==> src/rtl/cmp_ctrl_pkg.sv <==
// Shared definitions for the MIX comparison controller slice: word geometry,
// opcode range, comparison-indicator encodings and sequencer states.
package cmp_ctrl_pkg;

    localparam int unsigned WORD_W    = 31;
    localparam int unsigned MAG_W     = WORD_W - 1;
    localparam int unsigned BYTE_W    = 6;
    localparam int unsigned NUM_BYTES = 5;

    localparam logic [5:0] OP_CMPA = 6'd56;
    localparam logic [5:0] OP_CMPX = 6'd63;

    localparam logic [1:0] CI_EQ = 2'b00;
    localparam logic [1:0] CI_LT = 2'b01;
    localparam logic [1:0] CI_GT = 2'b10;

    typedef enum logic [2:0] {
        ST_IDLE,
        ST_FETCH,
        ST_EXTRACT,
        ST_COMPARE,
        ST_RESULT,
        ST_WB
    } state_e;

endpackage

==> src/rtl/cmp.sv <==
// Sign-magnitude comparison datapath: result captured on cmp_start, held
// until cmp_stop. Zero magnitudes compare equal regardless of sign.
module cmp
    import cmp_ctrl_pkg::*;
(
    input  logic              clk,
    input  logic              rst_n,
    input  logic              cmp_start,
    input  logic              cmp_stop,
    input  logic [WORD_W-1:0] in1,
    input  logic [WORD_W-1:0] in2,
    output logic              greater,
    output logic              less
);

    logic greater_q, greater_d;
    logic less_q, less_d;
    logic s1, s2;
    logic gt, lt;

    // Compare in1 against in2 as signed values; -0 is treated as +0.
    always_comb begin
        s1 = in1[WORD_W-1] & (in1[MAG_W-1:0] != '0);
        s2 = in2[WORD_W-1] & (in2[MAG_W-1:0] != '0);
        gt = 1'b0;
        lt = 1'b0;
        if (s1 != s2) begin
            gt = ~s1;
            lt = s1;
        end else if (!s1) begin
            gt = in1[MAG_W-1:0] > in2[MAG_W-1:0];
            lt = in1[MAG_W-1:0] < in2[MAG_W-1:0];
        end else begin
            gt = in1[MAG_W-1:0] < in2[MAG_W-1:0];
            lt = in1[MAG_W-1:0] > in2[MAG_W-1:0];
        end
        greater_d = greater_q;
        less_d    = less_q;
        if (cmp_start) begin
            greater_d = gt;
            less_d    = lt;
        end else if (cmp_stop) begin
            greater_d = 1'b0;
            less_d    = 1'b0;
        end
    end

    // Result register.
    always_ff @(posedge clk or negedge rst_n) begin
        if (!rst_n) begin
            greater_q <= 1'b0;
            less_q    <= 1'b0;
        end else begin
            greater_q <= greater_d;
            less_q    <= less_d;
        end
    end

    assign greater = greater_q;
    assign less    = less_q;

endmodule

==> src/rtl/mix_field.sv <==
// Field extraction (L:R) from a MIX word: bytes max(L,1)..R right-justified,
// sign kept only when L=0. Purely combinational.
module mix_field
    import cmp_ctrl_pkg::*;
(
    input  logic [WORD_W-1:0] word,
    input  logic [2:0]        l,
    input  logic [2:0]        r,
    output logic [WORD_W-1:0] field
);

    logic [2:0]       lp;
    logic [MAG_W-1:0] keep;
    int unsigned      byte_no;

    // Mask the selected bytes in place, then shift byte R down to byte 5.
    always_comb begin
        lp      = (l == 3'd0) ? 3'd1 : l;
        keep    = '0;
        byte_no = 0;
        for (int unsigned j = 0; j < MAG_W; j++) begin
            byte_no = NUM_BYTES - j / BYTE_W;
            if (byte_no >= 32'(lp) && byte_no <= 32'(r)) begin
                keep[j] = 1'b1;
            end
        end
        field = '0;
        if (r <= 3'd5) begin
            field[MAG_W-1:0] = (word[MAG_W-1:0] & keep) >> (BYTE_W * (NUM_BYTES - 32'(r)));
        end
        field[WORD_W-1] = (l == 3'd0) ? word[WORD_W-1] : 1'b0;
    end

endmodule

==> src/rtl/cmp_ctrl.sv <==
// Sequencer for MIX CMPA/CMP1-6/CMPX: fetches M and the register, extracts
// field (L:R) from both, runs the cmp datapath and owns the CI register.
module cmp_ctrl
    import cmp_ctrl_pkg::*;
#(
    parameter int unsigned ADDR_W = 12
) (
    input  logic              clk,
    input  logic              rst_n,
    input  logic              start,
    input  logic [5:0]        opcode,
    input  logic [5:0]        fspec,
    input  logic [ADDR_W-1:0] addr,
    output logic              busy,
    output logic              done,
    output logic              fault,
    output logic [2:0]        reg_sel,
    input  logic [WORD_W-1:0] reg_data,
    output logic              mem_rd,
    output logic [ADDR_W-1:0] mem_addr,
    input  logic              mem_ack,
    input  logic [WORD_W-1:0] mem_data,
    output logic [1:0]        ci
);

    state_e              state_q, state_d;
    logic [2:0]          reg_sel_q, reg_sel_d;
    logic [2:0]          l_q, l_d;
    logic [2:0]          r_q, r_d;
    logic [ADDR_W-1:0]   addr_q, addr_d;
    logic                fault_q, fault_d;
    logic [WORD_W-1:0]   reg_word_q, reg_word_d;
    logic [WORD_W-1:0]   mem_word_q, mem_word_d;
    logic [WORD_W-1:0]   op1_q, op1_d;
    logic [WORD_W-1:0]   op2_q, op2_d;
    logic [1:0]          ci_q, ci_d;

    logic [WORD_W-1:0]   reg_field, mem_field;
    logic                cmp_start, cmp_stop;
    logic                greater, less;
    logic                illegal;

    mix_field u_field_reg (
        .word  (reg_word_q),
        .l     (l_q),
        .r     (r_q),
        .field (reg_field)
    );

    mix_field u_field_mem (
        .word  (mem_word_q),
        .l     (l_q),
        .r     (r_q),
        .field (mem_field)
    );

    cmp u_cmp (
        .clk       (clk),
        .rst_n     (rst_n),
        .cmp_start (cmp_start),
        .cmp_stop  (cmp_stop),
        .in1       (op1_q),
        .in2       (op2_q),
        .greater   (greater),
        .less      (less)
    );

    assign illegal = (opcode < OP_CMPA) || (fspec[5:3] > fspec[2:0]) || (fspec[2:0] > 3'd5);

    // Next-state and datapath register updates for the command sequence.
    always_comb begin
        state_d    = state_q;
        reg_sel_d  = reg_sel_q;
        l_d        = l_q;
        r_d        = r_q;
        addr_d     = addr_q;
        fault_d    = fault_q;
        reg_word_d = reg_word_q;
        mem_word_d = mem_word_q;
        op1_d      = op1_q;
        op2_d      = op2_q;
        ci_d       = ci_q;
        cmp_start  = 1'b0;
        cmp_stop   = 1'b0;
        unique case (state_q)
            ST_IDLE: begin
                if (start) begin
                    reg_sel_d = opcode[2:0];
                    l_d       = fspec[5:3];
                    r_d       = fspec[2:0];
                    addr_d    = addr;
                    fault_d   = illegal;
                    state_d   = illegal ? ST_WB : ST_FETCH;
                end
            end
            ST_FETCH: begin
                if (mem_ack) begin
                    mem_word_d = mem_data;
                    reg_word_d = reg_data;
                    state_d    = ST_EXTRACT;
                end
            end
            ST_EXTRACT: begin
                op1_d   = reg_field;
                op2_d   = mem_field;
                state_d = ST_COMPARE;
            end
            ST_COMPARE: begin
                cmp_start = 1'b1;
                state_d   = ST_RESULT;
            end
            ST_RESULT: begin
                cmp_stop = 1'b1;
                ci_d     = greater ? CI_GT : (less ? CI_LT : CI_EQ);
                state_d  = ST_WB;
            end
            ST_WB: begin
                state_d = ST_IDLE;
            end
            default: state_d = ST_IDLE;
        endcase
    end

    // State and operand registers; reset aborts any command in flight.
    always_ff @(posedge clk or negedge rst_n) begin
        if (!rst_n) begin
            state_q    <= ST_IDLE;
            reg_sel_q  <= '0;
            l_q        <= '0;
            r_q        <= '0;
            addr_q     <= '0;
            fault_q    <= 1'b0;
            reg_word_q <= '0;
            mem_word_q <= '0;
            op1_q      <= '0;
            op2_q      <= '0;
            ci_q       <= CI_EQ;
        end else begin
            state_q    <= state_d;
            reg_sel_q  <= reg_sel_d;
            l_q        <= l_d;
            r_q        <= r_d;
            addr_q     <= addr_d;
            fault_q    <= fault_d;
            reg_word_q <= reg_word_d;
            mem_word_q <= mem_word_d;
            op1_q      <= op1_d;
            op2_q      <= op2_d;
            ci_q       <= ci_d;
        end
    end

    assign busy     = (state_q != ST_IDLE);
    assign done     = (state_q == ST_WB);
    assign fault    = (state_q == ST_WB) && fault_q;
    assign mem_rd   = (state_q == ST_FETCH);
    assign mem_addr = addr_q;
    assign reg_sel  = reg_sel_q;
    assign ci       = ci_q;

endmodule

==> config.mk <==
export PLATFORM = sky130hd
export DESIGN_NAME = cmp_ctrl
export DESIGN_NICKNAME = d
export VERILOG_FILES = /design/src/rtl/cmp_ctrl_pkg.sv /design/src/rtl/cmp.sv /design/src/rtl/mix_field.sv /design/src/rtl/cmp_ctrl.sv
export SDC_FILE = /design/constraint.sdc
export NUM_CORES = 1
export LEC_CHECK = 0
export ABC_CLOCK_PERIOD_IN_PS = 3800
export BUFFER_PORTS_ARGS = -buffer_cell sky130_fd_sc_hd__buf_4
export CORE_ASPECT_RATIO = 0.9
export CORE_MARGIN = 10
export CORE_UTILIZATION = 40
export DETAILED_ROUTE_END_ITERATION = 10
export PLACE_DENSITY = 0.6
export SETUP_SLACK_MARGIN = 0.02
export SLEW_MARGIN = 40
export SYNTH_ARGS = -nofsm -noshare
export SYNTH_HDL_FRONTEND = slang
export SYNTH_HIERARCHICAL = 1
export SYNTH_SLANG_ARGS = --single-unit
==> constraint.sdc <==
create_clock -name clk -period 3.8 [get_ports clk]
set_input_delay 0.57 -clock clk [delete_from_list [all_inputs] [get_ports clk]]
set_output_delay 0.57 -clock clk [all_outputs]
set_load 0.02 [all_outputs]
==> results of run 1 <==
==> state kept, by name, indices dropped and copies added, names as in the netlist <==
register       count
state_q            3
mem_addr          12
reg_sel            3
l_q                3
reg_word_q        31
fault_q            1
ci                 2
r_q                3
u_cmp/greater      1
op1_q             31
mem_word_q        31
op2_q             31
u_cmp/less         1
==> final cells by class <==
class	count	area, µm²	area share
Timing Repair Buffer	131	1040	0.0856
Multi-Input combinational cell	739	6000	0.496
Tap cell	342	428	0.0353
Clock buffer	22	464	0.0383
Sequential cell	153	3830	0.316
Inverter	48	180	0.0149
Clock inverter	10	165	0.0136
==> cells by family after synthesis <==
logic type               synth area share
AND/OR/NAND/NOR                     0.149
AO/OA/AOI/OAI                       0.142
multiplexers                        0.213
flip-flops                          0.368
buffers and inverters              0.0572
adder cells (fa/ha/maj)            0.0553
XOR/XNOR                           0.0160
==> critical path: cells and delay by family, from the launching register on <==
family	cells	cell delay, ps
multiplexers	2	640
AO/OA/AOI/OAI	3	620
flip-flops	1	610
adder cells (fa/ha/maj)	1	560
buffers and inverters	2	440
AND/OR/NAND/NOR	1	160
==> per-stage QoR <==
step	worst slack [ps]	hold slack [ps]	util	std cells
after CTS	702	201	0.475	1443
final	629	-1.67	0.477	1445
after global routing	468	20.7	0.477	1445
after global placement	735	476	0.450	1411
after floorplan	1100	274	-	997
after detailed placement	708	486	0.450	1411
==> layer usage <==
layer  share of wire  track usage
met3           0.089       0.0436
met4           0.011       0.0486
met2            0.43        0.246
met5               0            0
met1            0.47        0.256
==> cells in the final DEF, fill, tap and decap left out, drive strengths merged, types with 6 or more instances in the layout <==
| master | instances |
|---|---|
| xnor2 | 8 |
| nand2b | 7 |
| nor3 | 18 |
| nor2b | 14 |
| a21oi | 55 |
| buf | 131 |
| ha | 46 |
| a31oi | 7 |
| o22ai | 6 |
| clkbuf | 22 |
| inv | 50 |
| or3 | 6 |
| dfrtp | 153 |
| nand3 | 29 |
| nand2 | 61 |
| nor2 | 71 |
| mux2i | 29 |
| a211oi | 12 |
| a22oi | 13 |
| mux2 | 163 |
| o211ai | 10 |
| a32o | 8 |
| and3 | 12 |
| o21ai | 36 |
| nand4 | 18 |
| and2 | 15 |
| nor4 | 23 |
==> final timing paths <==
check | from | to | slack [ps]
setup / recovery | r_q[1]$_DFFE_PN0P_ | op2_q[7]$_DFFE_PN0P_ | 630
min in group clk | reg_data[8] | reg_word_q[8]$_DFFE_PN0P_ | 360
hold / removal | rst_n | mem_addr[1]$_DFFE_PN0P_ | -2
max in group asynchronous | rst_n | reg_word_q[4]$_DFFE_PN0P_ | 3110
hold reg to reg | mem_word_q[30]$_DFFE_PN0P_ | mem_word_q[30]$_DFFE_PN0P_ | 490
setup reg to reg | r_q[1]$_DFFE_PN0P_ | op2_q[7]$_DFFE_PN0P_ | 630
==> flow_summary.json, run 1 <==
{
  "coreArea_mm2": 0.0254,
  "syn_area_per_cell_um2": 10.4,
  "cts_hold_buffers": 0,
  "grt_pass1_vias": 8275,
  "portBuffers": 110,
  "ant_nets": 0,
  "cpMostUsedCell": "mux2_2",
  "placed_area_mm2": 0.0114,
  "numCtsBuffers": 17,
  "wl_per_cell_um": 20.2,
  "relSlewSlack": 0.379,
  "path_cells": "inv_2, ha_1, buf_4, mux2_2, a22oi_1, a2bb2oi_1, or3_1, o211ai_1, mux2_2",
  "track_usage": 0.175,
  "cts_resized": 0,
  "synth-async-reset-ratio": 1.00,
  "synth-main-ff-cell": "dfrtp_1",
  "ys_warn_count": 6,
  "critPathLaunchType": "flop",
  "gr-total-overflow": 0,
  "n_antenna_cell": 0,
  "cap_violations": 0,
  "fillCellCount": 2351,
  "cts_htree_levels": 4,
  "fin_setup_tns_ps": 0,
  "die_w_um": 190,
  "reg2reg_depth": 9,
  "cp_max_fo": 16,
  "hpwl_um": 22000,
  "cts_tree": "yes",
  "endpoint_kind": "flop",
  "synth_area_leader_cell": "dfrtp_1",
  "synthCells": 997,
  "finalClockSkew_ps": 14.5,
  "clockRootBuffer": "clkbuf_16",
  "worst_slew_pin_slew_ps": 923,
  "clk_pin_slew_worst_paths_ps": 70,
  "die_area_mm2": 0.0329,
  "ios": 111,
  "hold_ws_ps": -1.67,
  "ys_ff_latch": 153,
  "cts.path.max_buffers": 2,
  "ys_seq_area_frac": 0.368,
  "rsz0062_at_grt": "false",
  "post_cts_buffers": 0,
  "rows": 55,
  "grt_max_degree": 103,
  "slew_viol_final": 0,
  "synth.top_cell.area_share": 0.368,
  "final_nets": 1226,
  "yosys-top-cells-area": "dfrtp_1, mux2_2, ha_1, mux2_1, mux2_4",
  "syn_nets": 1133,
  "syn_to_final_growth_pct": 16.3,
  "drtPass1Iterations": 6,
  "hold_violations": 1,
  "outcome": "finished, violations left",
  "synth_commonest_cells": "dfrtp_1, mux2_2, nor2_1",
  "antenna_found_initial": 0,
  "grt_pass1_wl_um": 46700,
  "worst_ep_arrival_time_ps": 3480,
  "dieHeight_um": 173,
  "drive_gt1_frac": 0.319,
  "drc": 0,
  "cp_slowest_cell": "dfrtp_1",
  "place.gp.congestion": 0.965,
  "hold_class": "in -> async",
  "viasPerCell": 5.79,
  "fin_area_mm2": 0.0121,
  "slowest_delay_ps": 610,
  "violations": "negative hold slack",
  "critPathRequiredTime_ps": 4100,
  "wirelength_um": 29200,
  "clock_latency_ps": 430,
  "syn_area_mm2": 0.0104,
  "setup_viol": 0,
  "synth_cell_types": 89,
  "num_vias": 8365,
  "numClockSinks": 153,
  "period_needed_ps": 3170,
  "synth.most_common_cell": "dfrtp_1",
  "drtIter0Drc": 958,
  "worstSetupPathType": "reg -> reg",
  "start_util": 0.410,
  "synth_edf_count": 0,
  "fin_crit_sh": 0.835,
  "max_freq_ghz": 0.315
}
Power of run 1 is not shown: default switching activity piles up to over one toggle a cycle in this logic, so the estimate is an artifact.
==> inputs of run 2 (changes only) <==
--- a/config.mk
+++ b/config.mk
@@ -5,7 +5,7 @@
 export SDC_FILE = /design/constraint.sdc
 export NUM_CORES = 1
 export LEC_CHECK = 0
-export ABC_CLOCK_PERIOD_IN_PS = 3800
+export ABC_CLOCK_PERIOD_IN_PS = 3060
 export BUFFER_PORTS_ARGS = -buffer_cell sky130_fd_sc_hd__buf_4
 export CORE_ASPECT_RATIO = 0.9
 export CORE_MARGIN = 10
==> constraint.sdc (replaced) <==
create_clock -name clk -period 3.06 [get_ports clk]
set_input_delay 0.459 -clock clk [delete_from_list [all_inputs] [get_ports clk]]
set_output_delay 0.459 -clock clk [all_outputs]
set_load 0.02 [all_outputs]
==> run 2 against run 1 <==
The run now ends clean. Utilization grew 0.15 points. Critical path depth shrank 1. Clock skew is essentially flat. Sequential cell count is the same. Critical path type unchanged. Largest cell class unchanged.
==> flow_summary.json, run 2 (same netlist as run 1, synthesis figures left out) <==
{
  "worst_ep_arrival_time_ps": 3160,
  "grt_pass1_wl_um": 48200,
  "start_util": 0.410,
  "r2r-start": "r_q[1]$_DFFE_PN0P_",
  "cts_tree": "yes",
  "hold_violations": 0,
  "critPathRequiredTime_ps": 3380,
  "final_cell_mix": "dfrtp_1, buf_4, mux2_2",
  "rows": 55,
  "period_needed_ps": 2840,
  "final_nets": 1244,
  "n_antenna_cell": 0,
  "endpoint_kind": "flop",
  "dieHeight_um": 173,
  "portBuffers": 110,
  "cts_hold_buffers": 0,
  "fin_setup_tns_ps": 0,
  "coreArea_mm2": 0.0254,
  "ios": 111,
  "setup_viol": 0,
  "grt_pass1_vias": 8264,
  "place.gp.congestion": 0.885,
  "syn_to_final_growth_pct": 16.7,
  "die_area_mm2": 0.0329,
  "rsz0062_at_grt": "false",
  "drtIter0Drc": 846,
  "worstSetupPathType": "reg -> reg",
  "cts_htree_levels": 4,
  "outcome": "completed",
  "wl_per_cell_um": 20.5,
  "slew_viol_final": 0,
  "viasPerCell": 5.65,
  "fillCellCount": 2413,
  "drtPass1Iterations": 7,
  "hpwl_um": 23000,
  "die_w_um": 190,
  "final_common_cell": "dfrtp_1",
  "post_cts_buffers": 0,
  "drive_gt1_frac": 0.332,
  "finalClockSkew_ps": 14.4,
  "max_freq_ghz": 0.352,
  "worst_slew_pin_slew_ps": 719,
  "startpoint": "r_q[1]$_DFFE_PN0P_",
  "clockRootBuffer": "clkbuf_16",
  "num_vias": 8259,
  "track_usage": 0.182,
  "drc": 0,
  "cp_max_fo": 13,
  "cap_violations": 0,
  "numClockSinks": 153,
  "cts.path.max_buffers": 2,
  "clock_latency_ps": 440,
  "wirelength_um": 30000,
  "critPathLaunchType": "flop",
  "ant_nets": 0,
  "fin_crit_sh": 0.928,
  "relSlewSlack": 0.517,
  "clk_pin_slew_worst_paths_ps": 70,
  "grt_max_degree": 87,
  "numCtsBuffers": 17,
  "antenna_found_initial": 0,
  "gr-total-overflow": 0,
  "hold_class": "in -> async"
}
-- run 2: cell types whose count changed in the layout (fill, tap and decap cells not counted), moves of 2 or more --
cell	delta
inv_8	+2
buf_4	+19
bufinv_16	-4
clkbuf_1	-2
inv_6	+3
-- run 2: timing repair --
action,CTS,global route
hold endpoints to repair,0,0
setup endpoints to repair,0,1
gates resized for setup,0,1
-- run 2: final cells by class --
type	instances	area, µm²	area share
Clock inverter	13	110	0.00907
Inverter	48	180	0.0148
Multi-Input combinational cell	739	6000	0.494
Timing Repair Buffer	149	1150	0.0947
Tap cell	342	428	0.0352
Sequential cell	153	3830	0.315
Clock buffer	19	443	0.0365
-- run 2: final timing paths --
path,end,slack (ps),cells past startpoint
worst max register to register,op2_q[6]$_DFFE_PN0P_,220,8
min in group clk,reg_word_q[25]$_DFFE_PN0P_,240,2
worst min register to register,reg_word_q[30]$_DFFE_PN0P_,510,1
worst max-delay path,op2_q[6]$_DFFE_PN0P_,220,8
max in group asynchronous,op2_q[10]$_DFFE_PN0P_,2170,2
worst min-delay path,reg_word_q[15]$_DFFE_PN0P_,80,1
-- run 2: worst max-delay path, stage by stage, from the launching register on --
cell and delay, ps:
dfrtp_1 410, inv_2 110, ha_1 620, mux2_2 410
a22oi_1 150, a2bb2oi_1 400, nor3_1 80, a211o_1 280
mux2_2 260
-- run 2: layer usage --
metal  global-route usage  routed length, µm  vias up
met5                    0                  0        -
met4               0.0367                242        0
li1                     -                  -     3903
met1                0.280              15100     4067
met3               0.0376               1950       17
met2                0.254              12600      272
-- run 2: per-stage QoR --
step / cells / setup WS (ps) / util / area (µm²) / hold WS, ps
after floorplan: 997 / 359 / - / 10400 / 163
after global placement: 1431 / 262 / 0.456 / 11600 / 475
after detailed placement: 1431 / 265 / 0.456 / 11600 / 496
after CTS: 1463 / 236 / 0.478 / 12100 / 125
after global routing: 1463 / 79.1 / 0.478 / 12100 / 134
final: 1463 / 222 / 0.478 / 12100 / 80.5
Power of run 2 is left out for the same reason.
